**src/rtl/fdc_mb8877.sv**
```systemverilog
// MB8877-compatible floppy controller: CPU register file, Type I/II command FSM, 256-byte sector buffer.
// Optional macro FDC_WRITE_EN builds Write Sector; without it Write Sector ends at once with write-protect.
module fdc_mb8877 #(
  parameter int BYTE_CYCLES = 256,
  parameter int STEP_CYCLES = 2048,
  parameter int TRACKS      = 40,
  parameter int SECTORS     = 16
) (
  input  logic        clk,
  input  logic        reset,
  input  logic        cs_n,
  input  logic [2:0]  rs,
  input  logic [7:0]  din,
  output logic [7:0]  dout,
  input  logic        we_n,
  input  logic        re_n,
  input  logic        mr_n,
  output logic        drq_n,
  output logic        intrq_n,
  input  logic        img_mounted,
  input  logic        img_wp,
  output logic [15:0] img_lba,
  output logic        img_rd,
  output logic        img_wr,
  input  logic        img_ack,
  input  logic [7:0]  img_addr,
  input  logic [7:0]  img_dout,
  input  logic        img_wren,
  output logic [7:0]  img_din
);

  typedef enum logic [2:0] {
    S_IDLE, S_STEP, S_CHECK, S_LOAD, S_XFER_RD, S_XFER_WR, S_FLUSH, S_DONE
  } state_t;

  state_t      state_q;
  logic [2:0]  we_s_q, re_s_q;
  logic [1:0]  mr_s_q;
  logic [7:0]  track_q, sector_q, data_q, head_q, img_din_q, status;
  logic [3:0]  cmd_q;
  logic [1:0]  drive_q;
  logic        side_q, motor_q, dir_q, type1_q;
  logic        busy_q, nr_q, wp_q, rnf_q, lost_q, drq_q, intrq_q, img_rd_q;
  logic [8:0]  idx_q, idx_d;
  logic [15:0] cnt_q, cnt_d;
  logic [7:0]  mem_q [256];
  logic [13:0] lba;
  logic        rst, wr_evt, rd_evt, data_rd, step_end, slot_end;

  assign rst      = reset | ~mr_s_q[1];
  // [1] is the synchronized strobe, [2] its previous value
  assign wr_evt   = we_s_q[2] & ~we_s_q[1] & ~cs_n;
  assign rd_evt   = re_s_q[2] & ~re_s_q[1] & ~cs_n;
  assign data_rd  = rd_evt & (rs == 3'd3);
  assign cnt_d    = cnt_q + 16'd1;
  assign idx_d    = idx_q + 9'd1;
  assign step_end = (cnt_q == 16'(STEP_CYCLES - 1));
  assign slot_end = (cnt_q == 16'(BYTE_CYCLES - 1));
  assign lba      = 14'({track_q, side_q}) * 14'(SECTORS) + 14'(sector_q) - 14'd1;
  assign img_lba  = {drive_q, lba};
  assign img_rd   = img_rd_q;
  assign img_din  = img_din_q;
  assign drq_n    = ~drq_q;
  assign intrq_n  = ~intrq_q;
  assign status   = type1_q ? {nr_q, wp_q, motor_q, 2'b00, head_q == 8'd0, 1'b0, busy_q}
                            : {nr_q, wp_q, 1'b0, rnf_q, 1'b0, lost_q, drq_q, busy_q};

`ifdef FDC_WRITE_EN
  logic       img_wr_q, data_wr, cpu_we;
  logic [7:0] cpu_dat;
  assign data_wr = wr_evt & (rs == 3'd3);
  // an expired slot with DRQ still pending stores 0x00
  assign cpu_we  = (state_q == S_XFER_WR) & (data_wr | (slot_end & drq_q));
  assign cpu_dat = data_wr ? din : 8'h00;
  assign img_wr  = img_wr_q;
`else
  assign img_wr  = 1'b0;
`endif

  function automatic logic [7:0] head_move(input logic [7:0] h, input logic inward);
    if (inward) return (h == 8'(TRACKS - 1)) ? h : h + 8'd1;
    return (h == 8'd0) ? h : h - 8'd1;
  endfunction

  always_comb begin
    dout = 8'h00;
    case (rs)
      3'd0:    dout = status;
      3'd1:    dout = track_q;
      3'd2:    dout = sector_q;
      3'd3:    dout = data_q;
      3'd4:    dout = {7'h7F, side_q};
      3'd5:    dout = {motor_q, 5'h1F, drive_q};
      default: dout = 8'h00;
    endcase
  end

  always_ff @(posedge clk) begin
    if (img_wren) mem_q[img_addr] <= img_dout;
`ifdef FDC_WRITE_EN
    if (cpu_we) mem_q[idx_q[7:0]] <= cpu_dat;
`endif
    img_din_q <= mem_q[img_addr];
  end

  always_ff @(posedge clk) begin
    if (reset) begin
      we_s_q <= 3'b111;
      re_s_q <= 3'b111;
      mr_s_q <= 2'b11;
    end else begin
      we_s_q <= {we_s_q[1:0], we_n};
      re_s_q <= {re_s_q[1:0], re_n};
      mr_s_q <= {mr_s_q[0], mr_n};
    end
  end

  always_ff @(posedge clk) begin
    if (rst) begin
      state_q  <= S_IDLE;
      track_q  <= 8'd0;
      sector_q <= 8'd1;
      data_q   <= 8'd0;
      head_q   <= 8'd0;
      cmd_q    <= 4'd0;
      drive_q  <= 2'd0;
      side_q   <= 1'b0;
      motor_q  <= 1'b0;
      dir_q    <= 1'b0;
      type1_q  <= 1'b0;
      busy_q   <= 1'b0;
      nr_q     <= 1'b0;
      wp_q     <= 1'b0;
      rnf_q    <= 1'b0;
      lost_q   <= 1'b0;
      drq_q    <= 1'b0;
      intrq_q  <= 1'b0;
      img_rd_q <= 1'b0;
      idx_q    <= 9'd0;
      cnt_q    <= 16'd0;
`ifdef FDC_WRITE_EN
      img_wr_q <= 1'b0;
`endif
    end else begin
      if (wr_evt) begin
        case (rs)
          3'd1: track_q  <= din;
          3'd2: sector_q <= din;
          3'd3: begin data_q <= din; drq_q <= 1'b0; end
          3'd4: side_q   <= din[0];
          3'd5: begin drive_q <= din[1:0]; motor_q <= din[7]; end
          default: ;
        endcase
      end
      if (rd_evt && rs == 3'd0) intrq_q <= 1'b0;
      if (data_rd) drq_q <= 1'b0;

      case (state_q)
        S_STEP: begin
          cnt_q <= step_end ? 16'd0 : cnt_d;
          if (cmd_q == 4'h0) begin
            if (head_q == 8'd0) begin
              track_q <= 8'd0;
              state_q <= S_DONE;
            end else if (step_end) begin
              dir_q  <= 1'b0;
              head_q <= head_move(head_q, 1'b0);
            end
          end else if (cmd_q == 4'h1) begin
            if (track_q == data_q) state_q <= S_DONE;
            else if (step_end) begin
              dir_q   <= (data_q > track_q);
              head_q  <= head_move(head_q, data_q > track_q);
              track_q <= (data_q > track_q) ? track_q + 8'd1 : track_q - 8'd1;
            end
          end else if (step_end) begin
            head_q <= head_move(head_q, dir_q);
            if (cmd_q[0]) track_q <= dir_q ? track_q + 8'd1 : (track_q == 8'd0 ? 8'd0 : track_q - 8'd1);
            state_q <= S_DONE;
          end
        end
        S_CHECK: begin
          cnt_q <= 16'd0;
          idx_q <= 9'd0;
          if (!img_mounted) begin
            nr_q <= 1'b1; state_q <= S_DONE;
          end else if (sector_q == 8'd0 || sector_q > 8'(SECTORS)) begin
            rnf_q <= 1'b1; state_q <= S_DONE;
          end else if (!cmd_q[1]) begin
            img_rd_q <= 1'b1; state_q <= S_LOAD;
`ifdef FDC_WRITE_EN
          end else if (img_wp) begin
            wp_q <= 1'b1; state_q <= S_DONE;
          end else begin
            drq_q <= 1'b1; state_q <= S_XFER_WR;
          end
`else
          end else begin
            wp_q <= 1'b1; state_q <= S_DONE;
          end
`endif
        end
        S_LOAD: begin
          if (img_rd_q) begin
            if (img_ack) img_rd_q <= 1'b0;
          end else if (!img_ack) begin
            cnt_q <= 16'd0; idx_q <= 9'd0; state_q <= S_XFER_RD;
          end
        end
        S_XFER_RD: begin
          cnt_q <= slot_end ? 16'd0 : cnt_d;
          if (slot_end) begin
            if (drq_q && !data_rd) lost_q <= 1'b1;
            if (idx_q[8]) begin
              drq_q <= 1'b0; state_q <= S_DONE;
            end else begin
              data_q <= mem_q[idx_q[7:0]]; drq_q <= 1'b1; idx_q <= idx_d;
            end
          end
        end
`ifdef FDC_WRITE_EN
        S_XFER_WR: begin
          cnt_q <= slot_end ? 16'd0 : cnt_d;
          if (slot_end) begin
            if (drq_q && !data_wr) lost_q <= 1'b1;
            if (idx_q[7:0] == 8'hFF) begin
              drq_q <= 1'b0; img_wr_q <= 1'b1; state_q <= S_FLUSH;
            end else begin
              drq_q <= 1'b1; idx_q <= idx_d;
            end
          end
        end
        S_FLUSH: begin
          if (img_wr_q) begin
            if (img_ack) img_wr_q <= 1'b0;
          end else if (!img_ack) state_q <= S_DONE;
        end
`endif
        S_DONE: begin
          busy_q <= 1'b0; intrq_q <= 1'b1; state_q <= S_IDLE;
        end
        default: state_q <= S_IDLE;
      endcase

      // command writes come last so Force Interrupt overrides any FSM update
      if (wr_evt && rs == 3'd0) begin
        if (din[7:4] == 4'hD) begin
          state_q  <= S_IDLE;
          busy_q   <= 1'b0;
          drq_q    <= 1'b0;
          img_rd_q <= 1'b0;
          {nr_q, wp_q, rnf_q, lost_q} <= 4'b0;
          intrq_q  <= |din[3:0];
`ifdef FDC_WRITE_EN
          img_wr_q <= 1'b0;
`endif
        end else if (state_q == S_IDLE) begin
          intrq_q <= 1'b0;
          busy_q  <= 1'b1;
          {nr_q, wp_q, rnf_q, lost_q} <= 4'b0;
          cmd_q   <= din[7:4];
          type1_q <= ~din[7];
          cnt_q   <= 16'd0;
          if (!din[7]) begin
            nr_q    <= ~img_mounted;
            wp_q    <= img_wp;
            if (din[6]) dir_q <= ~din[5];
            state_q <= S_STEP;
          end else if (din[7:4] == 4'h8) begin
            state_q <= S_CHECK;
          end else if (din[7:4] == 4'hA) begin
`ifdef FDC_WRITE_EN
            state_q <= S_CHECK;
`else
            wp_q    <= 1'b1;
            state_q <= S_DONE;
`endif
          end else begin
            state_q <= S_DONE;
          end
        end
      end
    end
  end

endmodule

```
**config.mk**
```make
export PLATFORM = sky130hd
export DESIGN_NAME = fdc_mb8877
export DESIGN_NICKNAME = d
export VERILOG_FILES = /design/src/rtl/fdc_mb8877.sv
export SDC_FILE = /design/constraint.sdc
export NUM_CORES = 2
export LEC_CHECK = 0
export BUFFER_PORTS_ARGS = -buffer_cell sky130_fd_sc_hd__buf_2
export CORE_ASPECT_RATIO = 1.2
export CORE_MARGIN = 5
export CORE_UTILIZATION = 33
export CTS_CLUSTER_SIZE = 10
export DETAILED_ROUTE_END_ITERATION = 10
export MAX_ROUTING_LAYER = met4
export PLACE_DENSITY_LB_ADDON = 0.12
export SKIP_CTS_REPAIR_TIMING = 1
export SLEW_MARGIN = 20
export SYNTH_ARGS = -nofsm -noshare
export SYNTH_HDL_FRONTEND = slang
export SYNTH_SLANG_ARGS = --single-unit
```
**constraint.sdc**
```tcl
create_clock -name clk -period 7.65 [get_ports clk]
set_input_delay 0.3825 -clock clk [delete_from_list [all_inputs] [get_ports clk]]
set_output_delay 0.3825 -clock clk [all_outputs]
set_load 0.05 [all_outputs]
```
# After elaboration in Yosys (flattened, before gate mapping)
# Memories as Yosys holds them, arrays and structs flattened. A register that Yosys moved wholly into a read port is not among the register bits.
# Cells that the tools add are included.
# totals
in_bits	37
register_bits	86
mem_count	1
word_cells	245
ram_bits	2048
# op_classes
add_sub_neg	8
n_bitwise	16
magnitude_cmp	2
mux	146
n_reduce_logical	22
n_eq_ne	25
# memory_table
name	words	word_bits	rd	rd_ports_with_merged_regs	write_ports	line_no	text
mem_q	256	8	2	2	1	46	logic [7:0] mem_q [256];
# ops
cell	count
$mux 8	33
$mux 16	7
$mux 1	79
$pmux 16 s4	1
$mux 3	17
$pmux 8 s6	1
$mux 9	4
$pmux 9 s3	1
$logic_not 8->1	3
$add 16x1->16 const B	1
$add 8x1->8 const B	2
$eq 16x11->1 const B	1
$eq 16x8->1 const B	1
$sub 8x1->8 const B	2
$add 13x8->14	1
$sub 14x1->14 const B	1
$eq 3x2->1 const B	4
$eq 3x3->1 const B	4
$eq 4x4->1 const B	3
$ne 2x2->1 const B	6
$pmux 3 s4	1
$not 1->1	10
$add 9x1->9 const B	1
$eq 8x6->1 const B	1
other kinds (23)	34

# Depth between registers and ports, before layout
# depth
depth_word	13
depth_mapped	12
depth_no_buf	11

# Worst setup path before layout
# OpenSTA, ideal clock, no wires.
# synth_path
path_type	register to output
from	register sector_q[1]
to	output img_lba[13]
slack_ns	4.212
arrival_time_ns	3.056
stages_incl_launch_ff	12
path_cell_list	dfxtp_1 > inv_1 > ha_1 > fa_1 > nor2b_1 > o21ai_0 > nand2b_1 > a21o_1 > a31o_2 > a221oi_1 > a221oi_1 > xnor2_1
# synth_between
elab_chain_len	2
# synth_rtl
element	line_no	text
start: declaration	39	logic [7:0] track_q, sector_q, data_q, head_q, img_din_q, status;
start signal: assignment	148	3'd2: sector_q <= din;
$add 13x8->14	59	assign lba = 14'({track_q, side_q}) * 14'(SECTORS) + 14'(sector_q) - 14'd1;
$sub 14x1->14	59	
end: declaration	22	output logic [15:0] img_lba,
# Every way passes these cells.

==> results.md <==
| Step | Item | Value |
| --- | --- | --- |
| outcome | Run status | complete, no violations |
| setup path | Number of buffers and inverters on the critical path | 2 |
| clock tree | Sinks on Clock Net | 2150 |
| cells and area | Proportion of layout cells with a drive suffix above 1 | 0.318 |
| sta | Max transition margin | 0.221 |
| routing | Remaining design rule violation count | 0 |
| synthesis | Combinational family with the most area after synthesis | multiplexers |
| setup path | CP top delay family | simple AND/OR/NAND/NOR gates |
| setup path | Slowest library cell on the worst path | sky130_fd_sc_hd__dfxtp_4 |
| clock tree | Number of H-tree levels | 4 |
| setup path | Number of cells on the worst reg-to-reg path | 10 |
| global route | Total routing usage reported by global routing | 0.232 |
| routing | Overall via count from detail_route | 56900 |
| die | Die outline height | 619 um |
| setup path | Crit path launch type | flip-flop |
| die | Die Area | 320000 um^2 |
| synthesis | Count of different cell masters after synthesis | 77 |
| pwr | Sequential group share of total power | 0.518 |
| pwr | Switching portion of total power | 0.227 |
| placement | Count of input and output buffers | 71 |
| global route | Maximum number of pins on one net before global-route repair | 163 |
| setup path | Critical Path, Cell by Cell | buf_4, buf_4, mux4_2, mux2i_1, a21oi_1, o21ai_1, a21oi_1, nor4_1, nand2_1, and3_1 |
| clock tree | Clock tree from TritonCTS | built |
| pwr | Internal power component | 19300 uW |
| synthesis | Synth area leaders | sky130_fd_sc_hd__edfxtp_1 (60%), sky130_fd_sc_hd__mux4_2 (26%), sky130_fd_sc_hd__dfxtp_1 (2.0%) |
| cells and area | Post-layout nets | 5514 |
| synthesis | Multiplexer share of the synthesized area | 0.278 |
| routing | Iter 0 DRT Violations | 6114 |
| synthesis | Cell types with the highest counts after synthesis | sky130_fd_sc_hd__edfxtp_1 (2048), sky130_fd_sc_hd__mux4_2 (1159), sky130_fd_sc_hd__nor2_1 (378) |
| synthesis | Most common cell in the netlist | sky130_fd_sc_hd__edfxtp_1 |
| clock tree | Root buffer cell | sky130_fd_sc_hd__clkbuf_16 |
| die | Core Box Area | 307000 um^2 |
| synthesis | Count of state elements after synthesis | 2150 |
| setup path | Type of element capturing the critical path | flip-flop |
| pwr | Clock share of power | 0.426 |
| synthesis | Proportion of register bits with asynchronous set or reset after synthesis | 0 |
| cells and area | Layout overhead on the synthesized area | 11.9% |
| cells and area | Non-filler instance count after layout | 9611 |
| global route | Wire length of the first global-routing pass | 499000 um |
| sta | Setup Viol. Count Final | 0 |
| clock tree | Number of buffers on the longest clock path | 4 |
| synthesis | Most area-hungry cell type in the Yosys netlist | sky130_fd_sc_hd__edfxtp_1 |
| sta | Unrepaired setup endpoints after global routing | false |
| sta | Worst path setup slack after routing | 3.02 ns |
| clock tree | Number of buffers added by the clock tree synthesis step | 247 |
| pwr | Share of total power in combinational logic | 0.056 |
| min path | Hold Path Cell Cnt | 1 |
| die | Number of I/O pins | 73 |
| sta | Number of max-slew violations in the final report | 0 |
| setup path | Crit-path max cell delay | 0.90 ns |
| sta | Post-Route Setup TNS | 0 ns |
| sta | Ratio of final minimum period to clock period | 0.605 |
| setup path | Required time of the critical path | 8.43 ns |
| routing | Detail-routed net length per standard cell | 38.0 um |
| synthesis | Ys Warns | 0 |
| run | Max-cap violations | 0 |
| synthesis | Share of synthesized cell area in full adder, half adder and majority cells | 0.00499 |
| synthesis | Post-synthesis sequential area ratio | 0.624 |
| setup path | Cell count along the critical path | 10 |
| min path | Hold Crit Class | in -> reg |
| synthesis | Mean instance size in the synthesized netlist | 18.9 um^2 |
| pwr | Max IR drop VDD | 188 uV |
| synthesis | Area of the mapped netlist | 102000 um^2 |
| synthesis | Simple-gate share of the synthesized area | 0.0353 |
| global route | Initial antenna violation count | 18 |
| die | Effective utilization at floorplan | 0.331 |
| placement | Placement-stage worst setup slack | 3.01 ns |
| cells and area | Post-Layout Inst Area | 114000 um^2 |
| routing | Routed Antenna Nets | 0 |
| global route | Number of global-route vias before repair | 58200 |
| sta | Slew at the pin closest to its max-slew limit | 1.17 ns |
| die | Number of standard-cell rows in the floorplan | 223 |
| placement | Cell count after placement | 9213 |
| synthesis | Prevailing post-synth register cell | sky130_fd_sc_hd__edfxtp_1 |
| clock tree | Insertion delay of the later-clocked pin in the worst-skew pair | 0.92 ns |
| die | Horizontal extent of the die | 517 um |
| global route | Overflow left after global routing | 0 |
| synthesis | Compound-gate portion of the synthesized area | 0.0336 |
| sta | Final-report hold violation count | 0 |
| placement | Placer's final routability congestion estimate | 0.873 |
| synthesis | Post-Synth XOR/XNOR Area | 0.00224 |
| routing | First-pass DRT Iterations | 5 |
| sta | Final worst clock skew | 0.0500 ns |
| synthesis | Post-synth EDFFs | 2048 |
| setup path | Critical Path Fanout Max | 36 |
| setup path | Worst Path Arrival | 5.42 ns |
| clock tree | Clock slew at the register clock pins of the worst setup and hold paths | 0.06 ns |
| synthesis | Number of nets produced by synthesis | 5454 |
| synthesis | Top cell type's share of synthesized area | 0.604 |
| setup path | Classification of the worst setup path | reg -> reg |
| pwr | Net switching component of the power | 5670 uW |
| pwr | Leak pwr | 0.0336 uW |
| sta | Maximum frequency from static timing analysis | 0.216 GHz |
| routing | Sum of routed wire length over all layers | 366000 um |
| pwr | Pwr Density | 219 nW/um^2 |
| routing | Average via count per standard cell | 5.92 |
| placement | DP HPWL | 245000 um |
| sta | Tmin final | 4.63 ns |
| synthesis | Post-Synthesis Cells | 5377 |
| placement | Placed instance area | 107000 um^2 |
-- area by class of cell --
class | instances | area (um^2)
well taps | 4050 | 5070
diodes | 9 | 22.5
multi-input cells | 2755 | 36200
repair buffers | 239 | 2170
inverters | 44 | 165
fillers | 28300 | 193000
flip-flops and latches | 2150 | 63600
clock buffers | 348 | 6700
clock inverters | 16 | 82.6
-- sequential cells by signal (all words and copies together) (netlist names), 3 cells and up, named ones only --
register,cells
mem_q,2048
cnt_q,16
idx_q,9
data_q,8
head_q,8
img_din,8
sector_q,8
track_q,8
cmd_q,4
re_s_q,3
state_q,3
we_s_q,3
-- power groups by stage --
| stage | logic, uW | registers (uW) | clock network [uW] |
|---|---|---|---|
| final | 1400 | 13000 | 10600 |
| after global routing | 1440 | 12900 | 11300 |
| after CTS | 1410 | 13000 | 10900 |
| after detailed placement | 1410 | 13200 | 0 |
| after global placement | 1400 | 13200 | 0 |
| after floorplan | 675 | 13200 | 0 |
-- cell usage in the layout, fill, tap and decap left out, types with 61 or more instances in the layout --
cell	count
sky130_fd_sc_hd__mux4_2	1159
sky130_fd_sc_hd__nand2_1	158
sky130_fd_sc_hd__mux2i_1	144
sky130_fd_sc_hd__edfxtp_1	2048
sky130_fd_sc_hd__nand3_1	76
sky130_fd_sc_hd__buf_4	113
sky130_fd_sc_hd__dfxtp_1	97
sky130_fd_sc_hd__clkbuf_1	92
sky130_fd_sc_hd__o21ai_0	102
sky130_fd_sc_hd__clkbuf_16	251
sky130_fd_sc_hd__nor2_1	369
sky130_fd_sc_hd__o221ai_1	61
sky130_fd_sc_hd__a21oi_1	108
sky130_fd_sc_hd__mux2_2	70
-- path summary, 6_finish.rpt --
check / slack (ns) / start / endpoint
setup / recovery: 3.02 / flip-flop / data_q[6]
hold / removal: 0.02 / img_dout[0] / mem_q[60][0]
hold reg to reg: 0.41 / re_s_q[0] / re_s_q[1]
setup reg to reg: 3.02 / flip-flop / data_q[6]
-- worst reg2reg max path: stages (launching register included) --
cell	delay, ns
sky130_fd_sc_hd__dfxtp_4	0.90
sky130_fd_sc_hd__buf_4	0.50
sky130_fd_sc_hd__buf_4	0.38
sky130_fd_sc_hd__mux4_2	0.40
sky130_fd_sc_hd__mux2i_1	0.42
sky130_fd_sc_hd__a21oi_1	0.14
sky130_fd_sc_hd__o21ai_1	0.26
sky130_fd_sc_hd__a21oi_1	0.24
sky130_fd_sc_hd__nor4_1	0.84
sky130_fd_sc_hd__nand2_1	0.20
sky130_fd_sc_hd__and3_1	0.23
-- cells by family (layout without fill, tap and decap cells) --
| family | count (synthesis) | count (layout) |
|---|---|---|
| fa+ha+maj | 40 | 40 |
| xor+xnor | 26 | 26 |
| simple gates | 807 | 807 |
| compound gates | 508 | 508 |
| other cells | 1 | 10 |
| flops | 2150 | 2150 |
| buf+inv | 472 | 647 |
| mux | 1373 | 1373 |
-- metal layers --
| metal | GRT usage | vias up | wire, um |
|---|---|---|---|
| met2 | 0.389 | 2174 | 186000 |
| met5 | - | - | 0 |
| met3 | 0.0279 | 453 | 20400 |
| met4 | 0.0675 | 0 | 12100 |
| met1 | 0.299 | 31300 | 147000 |
| li1 | - | 23000 | - |
-- metrics by stage --
step	hold slack [ns]	utilization	total power (uW)
after global placement	0.400	0.348	14600
after floorplan	0.389	-	13900
after global routing	0.00770	0.371	25700
final	0.0231	0.371	25000
after detailed placement	0.399	0.348	14600
after CTS	-0.403	0.370	25300
Note: power is estimated with default switching activity, not from simulation.
